<file path="config.mk">
export PLATFORM = sky130hd
export DESIGN_NAME = wb_lsu_master_flat
export DESIGN_NICKNAME = d
export VERILOG_FILES = /design/src/rtl/wb_lsu_master_if.sv /design/src/rtl/wb_lsu_master.sv /design/src/flat_wrapper.sv
export SDC_FILE = /design/constraint.sdc
export NUM_CORES = 1
export LEC_CHECK = 0
export ABC_AREA = 1
export CAP_MARGIN = 5
export CORE_MARGIN = 2
export CORE_UTILIZATION = 39
export CTS_BUF_LIST = sky130_fd_sc_hd__clkbuf_8
export DETAILED_ROUTE_END_ITERATION = 7
export GPL_TIMING_DRIVEN = 0
export PLACE_DENSITY = 0.81
export SYNTH_ARGS = -nofsm -noshare
export SYNTH_HDL_FRONTEND = slang
export SYNTH_SLANG_ARGS = --single-unit
</file>
<file path="constraint.sdc">
create_clock -name clk -period 1.3 [get_ports clk]
set_clock_uncertainty 0.15 [all_clocks]
set_input_delay 0.26 -clock clk [delete_from_list [all_inputs] [get_ports clk]]
set_output_delay 0.26 -clock clk [all_outputs]
set_load 0.02 [all_outputs]
</file>
<file path="src/rtl/wb_lsu_master_if.sv">
// -----------------------------------------------------------------------------
// wb_lsu_master_if
// Wishbone classic single-beat bus between the load/store master and the data
// memory slave. The signal names are written from the master's side, so _o is a
// master output and _i is a master input.
//
// Signals:
//   wb_adr_o  byte address            wb_dat_o  lane-replicated write data
//   wb_sel_o  byte lane enables       wb_we_o   write enable
//   wb_stb_o  strobe                  wb_cyc_o  cycle
//   wb_dat_i  read data               wb_ack_i  acknowledge
// Modports: master (drives adr/dat_o/sel/we/stb/cyc), slave (drives dat_i/ack).
// -----------------------------------------------------------------------------
interface wb_lsu_master_if #(
    parameter int unsigned ADDR_WIDTH = 32,
    parameter int unsigned DATA_WIDTH = 32
) ();
    logic [ADDR_WIDTH-1:0] wb_adr_o;
    logic [DATA_WIDTH-1:0] wb_dat_o;
    logic [3:0]            wb_sel_o;
    logic                  wb_we_o;
    logic                  wb_stb_o;
    logic                  wb_cyc_o;
    logic [DATA_WIDTH-1:0] wb_dat_i;
    logic                  wb_ack_i;

    modport master (
        output wb_adr_o, wb_dat_o, wb_sel_o, wb_we_o, wb_stb_o, wb_cyc_o,
        input  wb_dat_i, wb_ack_i
    );

    modport slave (
        input  wb_adr_o, wb_dat_o, wb_sel_o, wb_we_o, wb_stb_o, wb_cyc_o,
        output wb_dat_i, wb_ack_i
    );
endinterface

</file>
<file path="src/rtl/wb_lsu_master.sv">
// -----------------------------------------------------------------------------
// wb_lsu_master
// Wishbone classic initiator between the core load/store stage and the
// byte-addressed data memory. Accepts one byte/half/word request at a time,
// rejects misaligned requests without touching the bus, drives byte lane
// enables and lane-replicated store data, runs one single-beat cycle and
// returns sign/zero-extended load data as a one-cycle response pulse.
//
// Optional feature macro: WB_TIMEOUT_EN
//   defined   : the ack wait is bounded by TIMEOUT_CYCLES bus cycles; on expiry
//               the cycle is dropped and an error response is returned.
//   undefined : the bus cycle waits for ack indefinitely.
//
// Parameters: DATA_WIDTH (32 only), ADDR_WIDTH, TIMEOUT_CYCLES.
// Ports:
//   clk, rst          clock, synchronous active-high reset
//   req_valid_i/req_ready_o  request handshake (ready is the only combinational output)
//   req_we_i, req_addr_i, req_wdata_i, req_size_i, req_unsigned_i  request fields
//   rsp_valid_o, rsp_rdata_o, rsp_err_o  one-cycle response
//   wb                Wishbone master modport
// -----------------------------------------------------------------------------
module wb_lsu_master #(
    parameter int unsigned DATA_WIDTH     = 32,
    parameter int unsigned ADDR_WIDTH     = 32,
    parameter int unsigned TIMEOUT_CYCLES = 255
) (
    input  logic                  clk,
    input  logic                  rst,
    input  logic                  req_valid_i,
    output logic                  req_ready_o,
    input  logic                  req_we_i,
    input  logic [ADDR_WIDTH-1:0] req_addr_i,
    input  logic [DATA_WIDTH-1:0] req_wdata_i,
    input  logic [1:0]            req_size_i,
    input  logic                  req_unsigned_i,
    output logic                  rsp_valid_o,
    output logic [DATA_WIDTH-1:0] rsp_rdata_o,
    output logic                  rsp_err_o,
    wb_lsu_master_if.master       wb
);

    typedef enum logic [1:0] {
        ST_IDLE = 2'd0,
        ST_BUS  = 2'd1,
        ST_RESP = 2'd2
    } state_t;

    // Size 11 is reserved and always treated as misaligned.
    function automatic logic is_misaligned(input logic [1:0] a, input logic [1:0] size);
        logic bad;
        case (size)
            2'b00:   bad = 1'b0;
            2'b01:   bad = a[0];
            2'b10:   bad = (a != 2'b00);
            default: bad = 1'b1;
        endcase
        return bad;
    endfunction

    function automatic logic [3:0] lane_sel(input logic [1:0] a, input logic [1:0] size);
        logic [3:0] sel;
        case (size)
            2'b00:   sel = 4'b0001 << a;
            2'b01:   sel = 4'b0011 << {a[1], 1'b0};
            2'b10:   sel = 4'b1111;
            default: sel = 4'b0000;
        endcase
        return sel;
    endfunction

    // Store data is replicated across every lane so the slave can pick any lane.
    function automatic logic [31:0] lane_dat(input logic [31:0] w, input logic [1:0] size);
        logic [31:0] d;
        case (size)
            2'b00:   d = {4{w[7:0]}};
            2'b01:   d = {2{w[15:0]}};
            2'b10:   d = w;
            default: d = 32'h0000_0000;
        endcase
        return d;
    endfunction

    function automatic logic [31:0] load_extract(input logic [31:0] d, input logic [1:0] a,
                                                 input logic [1:0] size, input logic uns);
        logic [31:0] x;
        logic [31:0] r;
        x = d >> {a, 3'b000};
        case (size)
            2'b00:   r = uns ? {24'h00_0000, x[7:0]} : {{24{x[7]}}, x[7:0]};
            2'b01:   r = uns ? {16'h0000, x[15:0]}   : {{16{x[15]}}, x[15:0]};
            default: r = x;
        endcase
        return r;
    endfunction

    state_t                state_q, state_d;
    logic [ADDR_WIDTH-1:0] adr_q, adr_d;
    logic [DATA_WIDTH-1:0] dat_q, dat_d;
    logic [3:0]            sel_q, sel_d;
    logic                  we_q, we_d;
    logic                  stb_q, stb_d;
    logic                  cyc_q, cyc_d;
    logic [1:0]            size_q, size_d;
    logic                  uns_q, uns_d;
    logic                  rsp_valid_q, rsp_valid_d;
    logic [DATA_WIDTH-1:0] rsp_rdata_q, rsp_rdata_d;
    logic                  rsp_err_q, rsp_err_d;

    logic accept_s;
    logic misalign_s;
    logic timeout_s;

    assign req_ready_o = (state_q == ST_IDLE) && !rst;
    assign accept_s    = req_valid_i && req_ready_o;
    assign misalign_s  = is_misaligned(req_addr_i[1:0], req_size_i);

`ifdef WB_TIMEOUT_EN
    localparam int unsigned CNT_W = ($clog2(TIMEOUT_CYCLES + 1) > 8) ? $clog2(TIMEOUT_CYCLES + 1) : 8;

    logic [CNT_W-1:0] cnt_q, cnt_d;

    // Ack-wait counter: held at zero outside a bus cycle, so every BUS entry starts from zero.
    always_comb begin
        cnt_d = cnt_q;
        if (state_q == ST_BUS && !wb.wb_ack_i) begin
            cnt_d = cnt_q + {{(CNT_W-1){1'b0}}, 1'b1};
        end else if (state_q == ST_BUS) begin
            cnt_d = cnt_q;
        end else begin
            cnt_d = {CNT_W{1'b0}};
        end
    end

    // Ack-wait counter register.
    always_ff @(posedge clk) begin
        if (rst) begin
            cnt_q <= {CNT_W{1'b0}};
        end else begin
            cnt_q <= cnt_d;
        end
    end

    // Expires on the BUS cycle whose increment would reach TIMEOUT_CYCLES; an ack in that cycle wins.
    assign timeout_s = (state_q == ST_BUS) && !wb.wb_ack_i &&
                       (cnt_q == CNT_W'(TIMEOUT_CYCLES - 1));
`else
    // No timeout in this build; TIMEOUT_CYCLES only appears here.
    assign timeout_s = (TIMEOUT_CYCLES == 0) & 1'b0;
`endif

    // State and output registers.
    always_ff @(posedge clk) begin
        if (rst) begin
            state_q     <= ST_IDLE;
            adr_q       <= {ADDR_WIDTH{1'b0}};
            dat_q       <= {DATA_WIDTH{1'b0}};
            sel_q       <= 4'b0000;
            we_q        <= 1'b0;
            stb_q       <= 1'b0;
            cyc_q       <= 1'b0;
            size_q      <= 2'b00;
            uns_q       <= 1'b0;
            rsp_valid_q <= 1'b0;
            rsp_rdata_q <= {DATA_WIDTH{1'b0}};
            rsp_err_q   <= 1'b0;
        end else begin
            state_q     <= state_d;
            adr_q       <= adr_d;
            dat_q       <= dat_d;
            sel_q       <= sel_d;
            we_q        <= we_d;
            stb_q       <= stb_d;
            cyc_q       <= cyc_d;
            size_q      <= size_d;
            uns_q       <= uns_d;
            rsp_valid_q <= rsp_valid_d;
            rsp_rdata_q <= rsp_rdata_d;
            rsp_err_q   <= rsp_err_d;
        end
    end

    // Next-state logic.
    always_comb begin
        state_d = state_q;
        case (state_q)
            ST_IDLE: begin
                if (accept_s) begin
                    state_d = misalign_s ? ST_RESP : ST_BUS;
                end else begin
                    state_d = ST_IDLE;
                end
            end
            ST_BUS: begin
                if (wb.wb_ack_i || timeout_s) begin
                    state_d = ST_RESP;
                end else begin
                    state_d = ST_BUS;
                end
            end
            ST_RESP: state_d = ST_IDLE;
            default: state_d = ST_IDLE;
        endcase
    end

    // Next values of the registered bus and response outputs.
    always_comb begin
        adr_d       = adr_q;
        dat_d       = dat_q;
        sel_d       = sel_q;
        we_d        = we_q;
        stb_d       = stb_q;
        cyc_d       = cyc_q;
        size_d      = size_q;
        uns_d       = uns_q;
        rsp_valid_d = 1'b0;
        rsp_rdata_d = {DATA_WIDTH{1'b0}};
        rsp_err_d   = 1'b0;
        case (state_q)
            ST_IDLE: begin
                if (accept_s) begin
                    adr_d  = req_addr_i;
                    size_d = req_size_i;
                    uns_d  = req_unsigned_i;
                    if (misalign_s) begin
                        // Rejected without a bus cycle: error response next cycle.
                        rsp_valid_d = 1'b1;
                        rsp_err_d   = 1'b1;
                    end else begin
                        dat_d = lane_dat(req_wdata_i, req_size_i);
                        sel_d = lane_sel(req_addr_i[1:0], req_size_i);
                        we_d  = req_we_i;
                        stb_d = 1'b1;
                        cyc_d = 1'b1;
                    end
                end else begin
                    rsp_valid_d = 1'b0;
                end
            end
            ST_BUS: begin
                if (wb.wb_ack_i) begin
                    sel_d       = 4'b0000;
                    we_d        = 1'b0;
                    stb_d       = 1'b0;
                    cyc_d       = 1'b0;
                    rsp_valid_d = 1'b1;
                    if (we_q) begin
                        rsp_rdata_d = {DATA_WIDTH{1'b0}};
                    end else begin
                        rsp_rdata_d = load_extract(wb.wb_dat_i, adr_q[1:0], size_q, uns_q);
                    end
                end else if (timeout_s) begin
                    sel_d       = 4'b0000;
                    we_d        = 1'b0;
                    stb_d       = 1'b0;
                    cyc_d       = 1'b0;
                    rsp_valid_d = 1'b1;
                    rsp_err_d   = 1'b1;
                end else begin
                    stb_d = stb_q;
                end
            end
            ST_RESP: rsp_valid_d = 1'b0;
            default: begin
                sel_d = 4'b0000;
                we_d  = 1'b0;
                stb_d = 1'b0;
                cyc_d = 1'b0;
            end
        endcase
    end

    assign wb.wb_adr_o = adr_q;
    assign wb.wb_dat_o = dat_q;
    assign wb.wb_sel_o = sel_q;
    assign wb.wb_we_o  = we_q;
    assign wb.wb_stb_o = stb_q;
    assign wb.wb_cyc_o = cyc_q;

    assign rsp_valid_o = rsp_valid_q;
    assign rsp_rdata_o = rsp_rdata_q;
    assign rsp_err_o   = rsp_err_q;

endmodule
</file>
<file path="src/flat_wrapper.sv">
// flat-port wrapper written by rule: the top's interface ports become plain ports
module wb_lsu_master_flat 
#(
    parameter int unsigned DATA_WIDTH     = 32,
    parameter int unsigned ADDR_WIDTH     = 32,
    parameter int unsigned TIMEOUT_CYCLES = 255
)
  (clk, rst, req_valid_i, req_ready_o, req_we_i, req_addr_i, req_wdata_i, req_size_i, req_unsigned_i, rsp_valid_o, rsp_rdata_o, rsp_err_o, wb_wb_adr_o, wb_wb_dat_o, wb_wb_sel_o, wb_wb_we_o, wb_wb_stb_o, wb_wb_cyc_o, wb_wb_dat_i, wb_wb_ack_i);
  wb_lsu_master_if #(.ADDR_WIDTH(ADDR_WIDTH), .DATA_WIDTH(DATA_WIDTH)) wb_i ();
  input  logic clk;
  input  logic rst;
  input  logic req_valid_i;
  output logic req_ready_o;
  input  logic req_we_i;
  input  logic [ADDR_WIDTH-1:0] req_addr_i;
  input  logic [DATA_WIDTH-1:0] req_wdata_i;
  input  logic [1:0] req_size_i;
  input  logic req_unsigned_i;
  output logic rsp_valid_o;
  output logic [DATA_WIDTH-1:0] rsp_rdata_o;
  output logic rsp_err_o;
  output wire logic [$bits(wb_i.wb_adr_o)-1:0] wb_wb_adr_o;
  output wire logic [$bits(wb_i.wb_dat_o)-1:0] wb_wb_dat_o;
  output wire logic [$bits(wb_i.wb_sel_o)-1:0] wb_wb_sel_o;
  output wire logic [$bits(wb_i.wb_we_o)-1:0] wb_wb_we_o;
  output wire logic [$bits(wb_i.wb_stb_o)-1:0] wb_wb_stb_o;
  output wire logic [$bits(wb_i.wb_cyc_o)-1:0] wb_wb_cyc_o;
  input wire logic [$bits(wb_i.wb_dat_i)-1:0] wb_wb_dat_i;
  input wire logic [$bits(wb_i.wb_ack_i)-1:0] wb_wb_ack_i;
  assign wb_wb_adr_o = wb_i.wb_adr_o;
  assign wb_wb_dat_o = wb_i.wb_dat_o;
  assign wb_wb_sel_o = wb_i.wb_sel_o;
  assign wb_wb_we_o = wb_i.wb_we_o;
  assign wb_wb_stb_o = wb_i.wb_stb_o;
  assign wb_wb_cyc_o = wb_i.wb_cyc_o;
  assign wb_i.wb_dat_i = wb_wb_dat_i;
  assign wb_i.wb_ack_i = wb_wb_ack_i;
  wb_lsu_master #(.DATA_WIDTH(DATA_WIDTH), .ADDR_WIDTH(ADDR_WIDTH), .TIMEOUT_CYCLES(TIMEOUT_CYCLES)) u_core (.clk(clk), .rst(rst), .req_valid_i(req_valid_i), .req_ready_o(req_ready_o), .req_we_i(req_we_i), .req_addr_i(req_addr_i), .req_wdata_i(req_wdata_i), .req_size_i(req_size_i), .req_unsigned_i(req_unsigned_i), .rsp_valid_o(rsp_valid_o), .rsp_rdata_o(rsp_rdata_o), .rsp_err_o(rsp_err_o), .wb(wb_i));
endmodule
</file>
==> impl_metrics.tcl <==
set metrics [dict create \
    status "complete, but fails checks" \
    failed_checks "setup timing" \
    worst_slack_ns -0.398 \
    antennaDiodeCount 0 \
    crit_fanout 5 \
    crit_buf_inv 3 \
    fillers 812 \
    yosys_warnings 0 \
    arrival_ns 1.86 \
    syn_to_final_growth_pct 82.7 \
    drt_iter0_markers 446 \
    multiInputGateArea_um2 2750 \
    ys_types 25 \
    cp-start-kind "flip-flop" \
    final_core_util_pct 72.5 \
    finalSetupViolations 117 \
    cp.depth 8 \
    die_w_um 114 \
    syn_inst 681 \
    gp_congestion 0.912 \
    hold_violations 0 \
    placed_cells 1036 \
    finalPower_uw 8140 \
    seqCellArea_um2 2270 \
    relSlewSlack_pct 62.2 \
    power_density_nw_per_um2 942 \
    syn_area_um2 4730 \
    antenna_found_initial 0 \
    cap_viol_max_count 0 \
    crit_family "simple AND/OR/NAND/NOR gates" \
    ys_seq_area_share_pct 45.7 \
    reg2reg_depth 8 \
    grt_pass1_vias 5079 \
    vias 5917 \
    rsz0062_at_grt "true" \
    drive_gt1_share_pct 45.6 \
    p_leak_uw 0.00413 \
    hold_class "in -> reg" \
    fmax_mhz 589 \
    endpoint_kind "flip-flop" \
    dr.pass1.iters 6 \
    cts_made_buffers 9 \
    grt_pass1_wl_mm 25.7 \
    grt_max_degree 21 \
    synth_area_per_cell_um2 6.94 \
    cts.htree.levels 3 \
    required_ns 1.46 \
    fp.dieArea_um2 13000 \
    slowest_delay_ns 0.38 \
    row_count 40 \
    grt_overflow 0 \
    drv_slew 0 \
    tightest_slew_ns 0.567 \
    nets 1060 \
    finalCriticalPeriod_ns 1.70 \
    clkSlewWorstSetupHoldPaths_ns 0.13 \
    wl_per_cell_um 17.8 \
    yosys-top-cells-area "dfxtp_1, nand2_1, nand3_1" \
    clock_latency_ns 0.40 \
    layoutNonFillerInstCount 1108 \
    yosys.area.top_type_share_pct 45.7 \
    ys_seq_elements 108 \
    cp_cell_sequence "nor2_4 -> buf_6 -> nand3_4 -> nor2_8 -> buf_6 -> clkbuf_16 -> o21ai_0 -> nor2_1" \
    cts_tree "built" \
    cts_buffer_depth 2 \
    period_share_pct 131 \
    design_area_um2 8640 \
    grt_use_total_pct 25.0 \
    design.portCount 210 \
    post-route-drc-count 0 \
    whs_path_depth 4 \
    drt-total-wl_mm 19.7 \
    dpl.hpwl_mm 11.7 \
    routed_via_density 5.34 \
    vdd_drop_max_uv 689 \
    cts.sinks 108 \
    worst_path_most_repeated_cell "buf_6" \
    die_y_um 114 \
    dpl_cell_area_um2 7090 \
    cts_root_buf "clkbuf_8" \
    crit_type "reg -> reg" \
    synthesis.nets 785 \
    port_buffers 208 \
    fin_tns_setup_ns -30.43 \
    crit_slowest_cell "dfxtp_4" \
    core_area_um2 11900 \
    synth_top_area_cell "dfxtp_1" \
    antenna_left 0 \
    start_util_pct 39.7 \
]
## cell families (layout without fill, tap and decap cells)
group	count (synthesis)	in the layout	synth area share (%)
buffers and inverters	86	366	9.10
DFF	108	108	45.7
AOI/OAI and AO/OA	73	73	7.97
and+or+nand+nor	414	414	37.2
## cells in the mapped netlist (all sizes together)
cell	n
clkbuf	10
nand3	104
inv	45
nand2	250
o211ai	1
a31oi	7
nor3	1
dfxtp	108
o21ai	36
nand4	1
buf	31
nand3b	1
nor2	57
a21oi	29
## sequential cells by signal, summed over array words and instances (netlist names)
name	flops
u_core.rsp_rdata_o	32
u_core.wb.wb_adr_o	32
u_core.wb.wb_dat_o	32
u_core.wb.wb_sel_o	4
u_core.size_q	2
u_core.rsp_err_o	1
u_core.rsp_valid_o	1
u_core.state_q	1
u_core.uns_q	1
u_core.wb.wb_cyc_o	1
u_core.wb.wb_we_o	1
## through the flow
stage	setup slack (ns)	hold slack, ns
final	-0.398	0.102
after global routing	-0.431	0.129
after global placement	-0.865	0.296
after floorplan	-0.125	0.221
after CTS	-0.291	-0.0383
after detailed placement	-0.874	0.304
## report_power, final
part           internal [µW]  switching (µW)
Clock                    751            1350
Sequential              3490             124
Combinational           1150            1270
## path summary, 6_finish.rpt
kind / startpoint / end / slack, ns
worst max-delay path: u_core.state_q[0] / u_core.wb.wb_dat_o[25] / -0.40
worst min-delay path: rst / u_core.uns_q / 0.10
worst max register to register: u_core.state_q[0] / u_core.wb.wb_dat_o[25] / -0.40
worst min register to register: u_core.wb.wb_dat_o[0] / u_core.wb.wb_dat_o[0] / 0.32
## routing by layer
layer  GRT usage [%]  up-vias  part of all wire, %
li1                -     2727                    -
met1            30.0     2767                   37
met2            43.0      357                   49
met3            6.99       66                  9.7
met4            8.86        0                  3.5
met5               0        -                    0
## layout by cell type, fill, tap and decap left out, types with 10 or more instances in the layout
master           instances
a21oi_1                 16
a21oi_2                 11
buf_2                   19
buf_4                   57
buf_6                   95
buf_8                   11
clkbuf_8                10
clkdlybuf4s50_1         99
dfxtp_1                 33
dfxtp_2                 69
inv_1                   31
nand2_1                190
nand2_2                 46
nand2_4                 14
nand3_1                 78
nand3_2                 18
nor2_1                  27
nor2_2                  14
nor2_4                  15
o21ai_0                 21
## repair_timing
item	in CTS	in global routing
hold endpoints to repair	5	4
resized for setup	634	284
setup endpoints to repair	213	194
cloned	7	6
setup buffers	25	20
pin swaps	17	29
## worst register-to-register path, delay by kind of cell (launching register included)
kind | cells | cell delay, ns
AO/OA/AOI/OAI | 1 | 0.09
buffers and inverters | 3 | 0.41
flip-flops | 1 | 0.38
AND/OR/NAND/NOR | 4 | 0.58
## area by class of cell
| class | count | area share, % |
|---|---|---|
| Multi-Input combinational cell | 487 | 31.8 |
| Timing Repair Buffer | 268 | 30.9 |
| Tap cell | 147 | 2.13 |
| Clock buffer | 9 | 1.43 |
| Clock inverter | 7 | 0.753 |
| Inverter | 45 | 2.36 |
| Sequential cell | 108 | 26.3 |
| Buffer | 37 | 4.29 |
Note: power is estimated with default switching activity, not from simulation.
